`config.mk`:
```
export PLATFORM = sky130hd
export DESIGN_NAME = saadi_iter_ctrl
export DESIGN_NICKNAME = d
export VERILOG_FILES = /design/src/rtl/saadi_pkg.sv /design/src/rtl/saadi_term_shifter.sv /design/src/rtl/saadi_iter_ctrl.sv
export SDC_FILE = /design/constraint.sdc
export NUM_CORES = 1
export LEC_CHECK = 0
export CAP_MARGIN = 40
export CORE_MARGIN = 1.5
export CORE_UTILIZATION = 42
export CTS_CLUSTER_DIAMETER = 30
export DETAILED_ROUTE_END_ITERATION = 10
export GPL_ROUTABILITY_DRIVEN = 0
export PLACE_DENSITY = 0.79
export REMOVE_ABC_BUFFERS = 1
export SLEW_MARGIN = 20
export SYNTH_ARGS = -nofsm -noshare
export SYNTH_HDL_FRONTEND = slang
export SYNTH_SLANG_ARGS = --single-unit
```
`constraint.sdc`:
```
create_clock -name clk -period 2.9 [get_ports clk]
set_clock_uncertainty 0.05 [all_clocks]
set_input_delay 0.435 -clock clk [delete_from_list [all_inputs] [get_ports clk]]
set_output_delay 0.435 -clock clk [all_outputs]
set_load 0.03 [all_outputs]
```
`src/rtl/saadi_pkg.sv`:
```
// Shared types, constants and helpers for the saadi iteration controller.
package saadi_pkg;

    // Default datapath width and the legal range of the iteration exponent.
    localparam int unsigned N_DEFAULT = 8;
    localparam int unsigned T_MIN     = 1;
    localparam int unsigned T_MAX     = N_DEFAULT - 1;

    typedef enum logic [1:0] {
        IDLE = 2'd0,
        ITER = 2'd1,
        DONE = 2'd2
    } state_t;

    // Clamp a requested exponent into T_MIN..width-1 so 2^t always fits a width-bit counter.
    function automatic int unsigned clamp_t(input int unsigned t_raw, input int unsigned width);
        int unsigned t_hi;
        t_hi = width - 1;
        if (t_raw < T_MIN) begin
            return T_MIN;
        end
        if (t_raw > t_hi) begin
            return t_hi;
        end
        return t_raw;
    endfunction

endpackage

```
`src/rtl/saadi_term_shifter.sv`:
```
// Combinational barrel shifter producing the current term op >> shamt,
// forced to zero once the shift amount reaches the word width.
module saadi_term_shifter #(
    parameter int n = 8
) (
    input  logic [n-1:0] op,
    input  logic [n-1:0] shamt,
    output logic [n-1:0] term
);

    localparam int LOG = (n > 1) ? $clog2(n) : 1;

    logic [n-1:0] stage [0:LOG];

    assign stage[0] = op;

    // One logarithmic stage per shift-amount bit.
    genvar gi;
    generate
        for (gi = 0; gi < LOG; gi++) begin : g_stage
            assign stage[gi+1] = shamt[gi] ? (stage[gi] >> (1 << gi)) : stage[gi];
        end
    endgenerate

    // Any shift of n or more clears the term entirely.
    always_comb begin
        term = '0;
        if (32'(shamt) < n) begin
            term = stage[LOG];
        end
    end

endmodule

```
`src/rtl/saadi_iter_ctrl.sv`:
```
// Iteration controller feeding the accumulator stage: runs 2^t iterations of
// sum <= out_acc while presenting op >> counter as the next term.
module saadi_iter_ctrl
    import saadi_pkg::*;
#(
    parameter int n = 8
) (
    input  logic         clk,
    input  logic         rst,
    input  logic         start,
    input  logic [n-1:0] op_in,
    input  logic [n-1:0] t_in,
    input  logic [n-1:0] out_acc,
    output logic [n-1:0] in1_acc,
    output logic [n-1:0] in2_acc,
    output logic [n-1:0] counter,
    output logic [n-1:0] t,
    output logic         busy,
    output logic         done,
    output logic [n-1:0] result
);

    state_t state_reg, state_next;

    logic [n-1:0] op_reg;
    logic [n-1:0] t_reg;
    logic [n-1:0] counter_reg;
    logic [n-1:0] sum_reg;
    logic [n-1:0] result_reg;
    logic [n-1:0] last_idx;
    logic         accept;
    logic         last_iter;

    // Index of the final iteration, (1<<t)-1; t is clamped so this always fits.
    assign last_idx  = n'((32'd1 << t_reg) - 32'd1);
    assign accept    = (state_reg == IDLE) && start;
    assign last_iter = (state_reg == ITER) && (counter_reg == last_idx);

    // State register.
    always_ff @(posedge clk) begin
        if (rst) begin
            state_reg <= IDLE;
        end else begin
            state_reg <= state_next;
        end
    end

    // Next-state logic; start is only looked at in IDLE.
    always_comb begin
        state_next = state_reg;
        case (state_reg)
            IDLE:    if (start) state_next = ITER;
            ITER:    if (counter_reg == last_idx) state_next = DONE;
            DONE:    state_next = IDLE;
            default: state_next = IDLE;
        endcase
    end

    // Handshake outputs decoded from the state.
    always_comb begin
        busy = 1'b0;
        done = 1'b0;
        case (state_reg)
            ITER:    busy = 1'b1;
            DONE:    begin busy = 1'b1; done = 1'b1; end
            default: begin busy = 1'b0; done = 1'b0; end
        endcase
    end

    // Datapath registers: capture on accept, iterate in ITER, latch result on the last pass.
    always_ff @(posedge clk) begin
        if (rst) begin
            op_reg      <= '0;
            t_reg       <= '0;
            counter_reg <= '0;
            sum_reg     <= '0;
            result_reg  <= '0;
        end else if (accept) begin
            op_reg      <= op_in;
            t_reg       <= n'(clamp_t(32'(t_in), n));
            counter_reg <= '0;
            sum_reg     <= '0;
        end else if (state_reg == ITER) begin
            if (last_iter) begin
                // Counter parks on the final index so it never exceeds (1<<t)-1.
                result_reg <= out_acc;
            end else begin
                counter_reg <= counter_reg + 1'b1;
                sum_reg     <= out_acc;
            end
        end
    end

    saadi_term_shifter #(.n(n)) u_shifter (
        .op    (op_reg),
        .shamt (counter_reg),
        .term  (in2_acc)
    );

    assign in1_acc = sum_reg;
    assign counter = counter_reg;
    assign t       = t_reg;
    assign result  = result_reg;

endmodule
```
-- Word level (Yosys, flattened, before mapping)
Cells that the tools add are included.
W data, S select, Z words.
- word-level logic and storage cells: 47
- bits in registers: 42
- RAM bits: 0
- latch bits: 0
- ROM bits: 0
- memories kept: 0
- div/mod/pow operators: 0
- bitwise logic cells: 2
- magnitude comparators: 3
- add/sub/neg operators: 2
- shifts and indexed selects: 1
- $mul: 0
- equality and inequality tests: 5
- reductions and logical operators: 8
- mux-type cells: 20
- operator list (cell ; number):
    $mux W8 ; 6
    $mux W1 ; 10
    $add A8 B1 Y8 const B ; 1
    $eq A8 B8 Y1 ; 1
    $gt A8 B3 Y1 const B ; 1
    $lt A8 B1 Y1 const B ; 1
    $lt A8 B4 Y1 const B ; 1
    $shl A1 B8 Y8 const A ; 1
    $sub A8 B1 Y8 const B ; 1
    $mux W2 ; 2
    $ne A2 B2 Y1 const B ; 2
    $pmux W2 S2 ; 1
    $reduce_and A2 Y1 ; 2
    $reduce_or A2 Y1 ; 2
    $mux W3 ; 1
    $reduce_and A3 Y1 ; 1
    $eq A2 B1 Y1 const B ; 1
    $eq A2 B2 Y1 const B ; 1
    $logic_and A1 B1 Y1 ; 2
    $logic_not A2 Y1 ; 1
    $not A1 Y1 ; 2

-- Logic depth before layout (Yosys ltp)
Gate-level depths: netlist of run 1.
- depth after elaboration: 9
- depth in mapped cells: 14
- gate-level depth less buffers: 11

-- By module
Synthesis of run 1 repeated with hierarchy kept, for this count alone.
- cells, all modules: 259
- area total of the unflattened synthesis: 2193.4 sq um
- modules (own cells, without submodules) (module ; cells an instance ; instances ; area an instance (sq um) ; seq. area each (sq um)):
    saadi_iter_ctrl ; 229 ; 1 ; 1954.4 ; 840.8
    saadi_term_shifter ; 30 ; 1 ; 239.0 ; 0.0

-- Least setup slack after synthesis of run 1
No wires, ideal clock.
- path kind: reg2reg
- start point: register t_reg[2] (netlist: t[2])
- end point: register counter_reg[5] (netlist: counter[5])
- required time: 2.735 ns
- period minus slack after synthesis: 3.280 ns
- library setup time: 0.115 ns
- path slack: -0.380 ns
- data arrival time: 3.115 ns
- path buffers: 3
- cell stages (with the launch flop): 15
- cells stage by stage: dfxtp_1 buf_2 nor3_1 and2_1 nand3_1 ha_1 buf_2 xor2_1 xor2_1 o41a_1 a311oi_4 and2_0 buf_4 nor4_1 o21a_1
- cells in the longest elaborated chain, start to end: 6
- ends and longest elaborated chain (what ; line ; text):
    start, declared ; saadi_iter_ctrl.sv:26 ; logic [n-1:0] t_reg;
    start signal, assigned ; saadi_iter_ctrl.sv:80 ; t_reg <= n'(clamp_t(32'(t_in), n));
    $shl A1 B8 Y8 ; saadi_iter_ctrl.sv:35 ; assign last_idx = n'((32'd1 << t_reg) - 32'd1);
    $sub A8 B1 Y8 ; saadi_iter_ctrl.sv:35 ;
    $eq A8 B8 Y1 ; saadi_iter_ctrl.sv:37 ; assign last_iter = (state_reg == ITER) && (counter_reg == last_idx);
    $logic_and A1 B1 Y1 ; saadi_iter_ctrl.sv:37 ;
    $not A1 Y1 (no source line) ; - ;
    $reduce_and A2 Y1 (no source line) ; - ;
    end signal, assigned ; saadi_iter_ctrl.sv:88 ; counter_reg <= counter_reg + 1'b1;
    end, declared ; saadi_iter_ctrl.sv:27 ; logic [n-1:0] counter_reg;
No other way between the ends.
A chain may end at the register's enable or synchronous reset.

-- Worst setup path in the final report of run 1
- start point: register t_reg[7] (netlist: t[7])
- end point: register result_reg[2] (netlist: result[2])
- cells in the longest elaborated chain, start to end: 5
- ends and longest elaborated chain (what ; line ; text):
    $shl A1 B8 Y8 ; saadi_iter_ctrl.sv:35 ;
    $sub A8 B1 Y8 ; saadi_iter_ctrl.sv:35 ;
    $eq A8 B8 Y1 ; saadi_iter_ctrl.sv:37 ;
    $logic_and A1 B1 Y1 ; saadi_iter_ctrl.sv:37 ;
    $reduce_and A3 Y1 (no source line) ; - ;
    end signal, assigned ; saadi_iter_ctrl.sv:86 ; result_reg <= out_acc;
    end, declared ; saadi_iter_ctrl.sv:29 ; logic [n-1:0] result_reg;
No other way between the ends.

==> run summary, run 1 <==
status - finished, final reports clean
area of the multi-input gates - 1395 um^2
die span in x - 76.90 um
Port Buf Inserts - 68
Rel. slew slack - 67.00%
flip-flop and latch area - 844.6 um^2
IO Pins - 69
GRT Total Usage - 20.26%
Final #Nets - 393
crit path DAT - 2920 ps
power per cell area - 509.1 nW/um^2
clock root buffer - clkbuf_8
Yosys top cell by area - dfxtp_1
register area share after synthesis - 36.66%
# H-tree levels - 2
syn_area_per_cell - 8.133 um^2
CP max FO - 8
Area Overhead vs Synth - 44.14%
main flop type after synthesis - dfxtp_1
initial antenna violation count - 0
fin crit share - 96.21%
Leak - 0.001276 uW
min Tclk post-route - 2790 ps
final core occ - 63.91%
Final setup viols - 0
Pwr Total - 1683 uW
DRC - 0
vias in the first global route - 2181
CTS clk-pin slew, worst paths - 70 ps
antenna cell count - 0
Fin. Hold Viols - 0
max_cap viols - 0
global-route wire length before repair - 9.811 mm
DRT antenna net count - 0
Longest Clk Path Bufs - 2
Filler cells - 441
EDFF count, synth - 0
Starting Density - 44.34%
CTS tree - yes
Synth async-reset ratio - 0%
Unique masters post-synth - 49
HP Class - flop to flop
Synth top area share - 36.66%
top post-synthesis cells by area - dfxtp_1 37%, nand2_1 5.9%, mux2i_1 5.7%
share of cells above drive strength 1 - 14.68%
TritonCTS Buffers - 5
Worst Tran Pin Value - 493.8 ps
clk sinks - 42
CP required - 3030 ps
worst hold slack - 400.2 ps
Placed Instances - 422
Peak VDD IR - 0.0003568 V
WL/cell - 13.39 um
Max Freq - 358.4 MHz
Crit Path Class - flop to flop
startpoint types - flop
#FFs+latches synth - 42
Max Slew Vio Count - 0
Ys Warns - 0
pin count of the biggest net entering global routing - 23
Die Area - 5913 um^2
HPWL after DPL - 4.383 mm
clk_lat worst skew - 290 ps
cells after synthesis - 282
FP Rows - 26
Routed WL - 5.769 mm
placed cell areas - 3136 um^2
initial DRC count - 245
first drt pass iteration count - 4
Syn Std Cell Area - 2293 um^2
design area - 3306 um^2
Vias per Instance - 5.269
crit end category - flop
gr ovfl total - 0
Vias - 2271
core area - 5172 um^2
Post-Layout Cell Count - 431
die height - 76.90 um
Yosys cell counts, types with 2 or more instances:
library cell,instances
dfxtp_1,42
nand2_1,36
nor2_1,32
a21oi_1,20
nand3_1,14
mux2i_1,13
clkbuf_1,12
nor3_1,10
o21ai_1,10
and2_1,8
inv_1,8
ha_1,6
xnor2_1,6
nor2b_1,5
a211oi_1,4
a31oi_1,4
buf_2,4
o21ai_0,3
or3_1,3
a211o_1,2
a21oi_2,2
buf_1,2
mux4_2,2
nand2b_1,2
nand4_1,2
nand4b_1,2
nor3b_1,2
nor4_1,2
o21a_1,2
o41a_1,2
xor2_1,2
metrics by stage:
| stage | setup TNS, ps | setup slack [ps] |
|---|---|---|
| after global placement | 0 | 29.37 |
| after global routing | -105.3 | -27.52 |
| final | 0 | 109.9 |
| after floorplan | -7497 | -398.6 |
| after detailed placement | -700.5 | -65.33 |
| after CTS | 0 | 1.413 |
final timing paths:
check             start    endpoint  slack (ps)  cells after the start
max                t[7]   result[2]         110                     12
min          in1_acc[0]  in1_acc[0]         400                      2
min reg2reg  in1_acc[0]  in1_acc[0]         400                      2
max reg2reg        t[7]   result[2]         110                     12
worst max-delay path, stage by stage, from the launching register on:
cell and delay, ps:
dfxtp_2 340, nor3_4 190, and2_4 180, nand3_2 90
ha_4 190, xor2_2 150, xor2_1 160, o41a_1 440
a311oi_4 220, buf_6 160, nand4_4 210, mux2i_1 240
nor2_1 50
logic make-up after synthesis:
family / after synthesis / share of synthesized area [%]
buf+inv: 28 / 5.292
compound gates: 57 / 16.64
xor+xnor: 8 / 3.055
fa+ha+maj: 6 / 3.273
mux: 16 / 8.128
flops: 42 / 36.66
simple gates: 125 / 26.95
what timing repair did:
item,in CTS,in global routing
endpoints found under the setup margin,19,18
endpoints found under the hold margin,0,0
resized for setup,3,13
pin swaps,2,11
gates cloned,0,0
buffers inserted,1,0
hold buffers,0,0
where the power goes:
part	leakage, uW	internal (uW)	switching (uW)	total, uW
sequential	0.000343	611	32.6	644
combinational	0.000885	295	359	654
clock	0.0000482	192	193	386
total	0.00128	1100	585	1680
routing by layer:
metal	wire length [um]	global-route usage [%]	part of all wire, %	up-vias
met5	0	0	0	-
met4	44	7.963	0.76	0
met3	311	4.524	5.4	4
met2	2821	33.98	49	60
met1	2590	25.09	45	1068
li1	-	-	-	1139
layout make-up:
cell class,instances,area share (%)
flip-flops and latches,42,25.55
clock buffers,7,2.612
repair buffers,91,25.93
clock inverters,1,0.1514
inverters,8,0.9084
well taps,70,2.650
multi-input cells,212,42.20
cell usage in the layout, fill, tap and decap left out, types with 3 or more instances in the layout:
cell type        instances
a211oi_1                 4
inv_1                    8
o21ai_1                 10
nand2_1                 36
clkbuf_8                 6
a31oi_1                  4
dfxtp_1                 39
and2_1                   7
or3_1                    3
nor2_1                  32
nor2b_1                  5
xnor2_1                  6
ha_1                     5
nand3_1                 13
mux2i_1                 13
a21oi_1                 19
o21ai_0                  3
dfxtp_2                  3
buf_4                   22
nor3_1                   8
clkdlybuf4s50_1         68
No activity file was read; power rests on OpenSTA's default activity.
==> run 2, diff against run 1 <==
--- a/config.mk
+++ b/config.mk
@@ -6,6 +6,7 @@
 export NUM_CORES = 1
 export LEC_CHECK = 0
 export CAP_MARGIN = 40
+export CORE_ASPECT_RATIO = 1.75
 export CORE_MARGIN = 1.5
 export CORE_UTILIZATION = 42
 export CTS_CLUSTER_DIAMETER = 30
==> constraint.sdc (replaced) <==
create_clock -name clk -period 2.4 [get_ports clk]
set_clock_uncertainty 0.05 [all_clocks]
set_input_delay 0.36 -clock clk [delete_from_list [all_inputs] [get_ports clk]]
set_output_delay 0.36 -clock clk [all_outputs]
set_load 0.03 [all_outputs]
==> run summary, run 2 (synthesis gave the netlist of run 1 again) <==
Filler cells - 421 (-4.5%)
FP Rows - 35 (+35%)
power per cell area - 675.2 nW/um^2 (+33%)
Leak - 0.001418 uW (+11%)
status - complete, but fails checks
most common cell after layout, fill and taps aside - clkdlybuf4s50_1
vias in the first global route - 2361 (+8.3%)
Starting Density - 43.64% (-0.70 points)
pin count of the biggest net entering global routing - 23 (unchanged)
core area - 5255 um^2 (+1.6%)
WL/cell - 15.77 um (+18%)
CP required - 2540 ps (-490 ps)
GRT Total Usage - 23.30% (+3.0 points)
share of cells above drive strength 1 - 23.14% (+8.5 points)
TritonCTS Buffers - 5 (unchanged)
HPWL after DPL - 4.744 mm (+8.2%)
CTS tree - yes
Worst Tran Pin Value - 382.6 ps (-111.2 ps)
Critical path origin - t[3]
Port Buf Inserts - 68 (unchanged)
RSZ-0062 raised after global routing - true
die height - 100.8 um (+31%)
Final setup viols - 26 (+26)
Setup WS pre-CTS - -579.1 ps (-513.8 ps)
die span in x - 58.86 um (-23%)
Vias - 2403 (+5.8%)
IO Pins - 69 (unchanged)
Max Freq - 353.8 MHz (-1.3%)
Final #Nets - 408 (+3.8%)
Hold-fix buffers, CTS - 0 (unchanged)
clk sinks - 42 (unchanged)
CP max FO - 8 (unchanged)
design area - 3561 um^2 (+7.7%)
area of the multi-input gates - 1484 um^2 (+6.4%)
clock root buffer - clkbuf_8
startpoint types - flop
initial antenna violation count - 0 (unchanged)
DRT antenna net count - 0 (unchanged)
DRC - 0 (unchanged)
gr ovfl total - 0 (unchanged)
crit path DAT - 2960 ps (+40 ps)
Crit Path Class - flop to flop
global-route wire length before repair - 10.74 mm (+9.4%)
min Tclk post-route - 2826 ps (+36.33 ps)
first drt pass iteration count - 4 (unchanged)
Max Slew Vio Count - 0 (unchanged)
max_cap viols - 0 (unchanged)
fin crit share - 117.8% (+22 points)
Vias per Instance - 5.575 (+5.8%)
FF-to-FF Start - t[3]
Longest Clk Path Bufs - 2 (unchanged)
Rel. slew slack - 74.09% (+7.1 points)
commonest cells after routing, fill and taps aside - 60 x clkdlybuf4s50_1, 39 x dfxtp_1, 35 x nand2_1
violated checks - setup timing
HP Class - flop to flop
initial DRC count - 160 (-35%)
CTS clk-pin slew, worst paths - 80 ps (about the same)
Fin. Hold Viols - 0 (unchanged)
antenna cell count - 0 (unchanged)
placed cell areas - 3174 um^2 (+1.2%)
worst setup margin - -426.4 ps (-536.3 ps)
Die Area - 5930 um^2 (+0.30%)
# H-tree levels - 2 (unchanged)
Peak VDD IR - 0.0005305 V (+49%)
Area Overhead vs Synth - 55.26%
worst hold slack - 400.8 ps (+0.6310 ps)
Hold Crit Start - in1_acc[4]
Pwr Total - 2404 uW (+43%)
clk_lat worst skew - 290 ps (about the same)
Routed WL - 6.799 mm (+18%)
flip-flop and latch area - 847.1 um^2 (+0.30%)
crit end category - flop
==> run 2: layout make-up <==
class / count / area share, %
Inverter: 8 / 0.8433
Multi-Input combinational cell: 212 / 41.67
Timing Repair Buffer: 106 / 27.76
Clock inverter: 2 / 1.687
Sequential cell: 42 / 23.79
Tap cell: 55 / 1.933
Clock buffer: 6 / 2.319
==> run 2: worst paths after layout <==
kind | depth (start not counted) | endpoint | slack [ps]
setup / recovery | 12 | result[3] | -430
setup reg to reg | 12 | result[3] | -430
hold / removal | 2 | in1_acc[4] | 400
hold reg to reg | 2 | in1_acc[4] | 400
==> run 2: power breakdown <==
group / switching [uW] / internal (uW) / leakage, uW
Sequential: 34.4 / 737 / 0.000343
Combinational: 510 / 433 / 0.00100
Clock: 246 / 444 / 0.0000714
==> run 2: worst max-delay path: stages, from the launching register on <==
cell      delay, ps
dfxtp_4         360
nor3_4          180
and2_4          190
nand3_4          80
ha_4            190
xor2_2          150
xor2_1          170
o41a_1          430
a311oi_4        230
buf_6           160
nand4_4         210
mux2i_2         240
nor2_1           70
==> run 2: stage by stage <==
step	TNS (ps)	instances	utilization, %
after global routing	-12800	431	67.76
after floorplan	-20520	262	-
after global placement	-10440	415	60.40
final	-9382	431	67.76
after CTS	-8436	428	66.10
after detailed placement	-13450	415	60.40
==> run 2: what timing repair did <==
action,4_1_cts,5_1_grt
cloned,1,0
buffers inserted,4,3
endpoints found under the setup margin,33,28
gates resized for setup,37,18
pin swaps,20,9
==> run 2: routing by layer <==
layer  GRT usage, %  up-vias  part of all wire, %
met4          12.24        0                  3.7
met1          24.66     1140                   38
met2          42.48       70                   55
li1               -     1170                    -
met3          3.594       23                  3.8
met5              0        -                    0
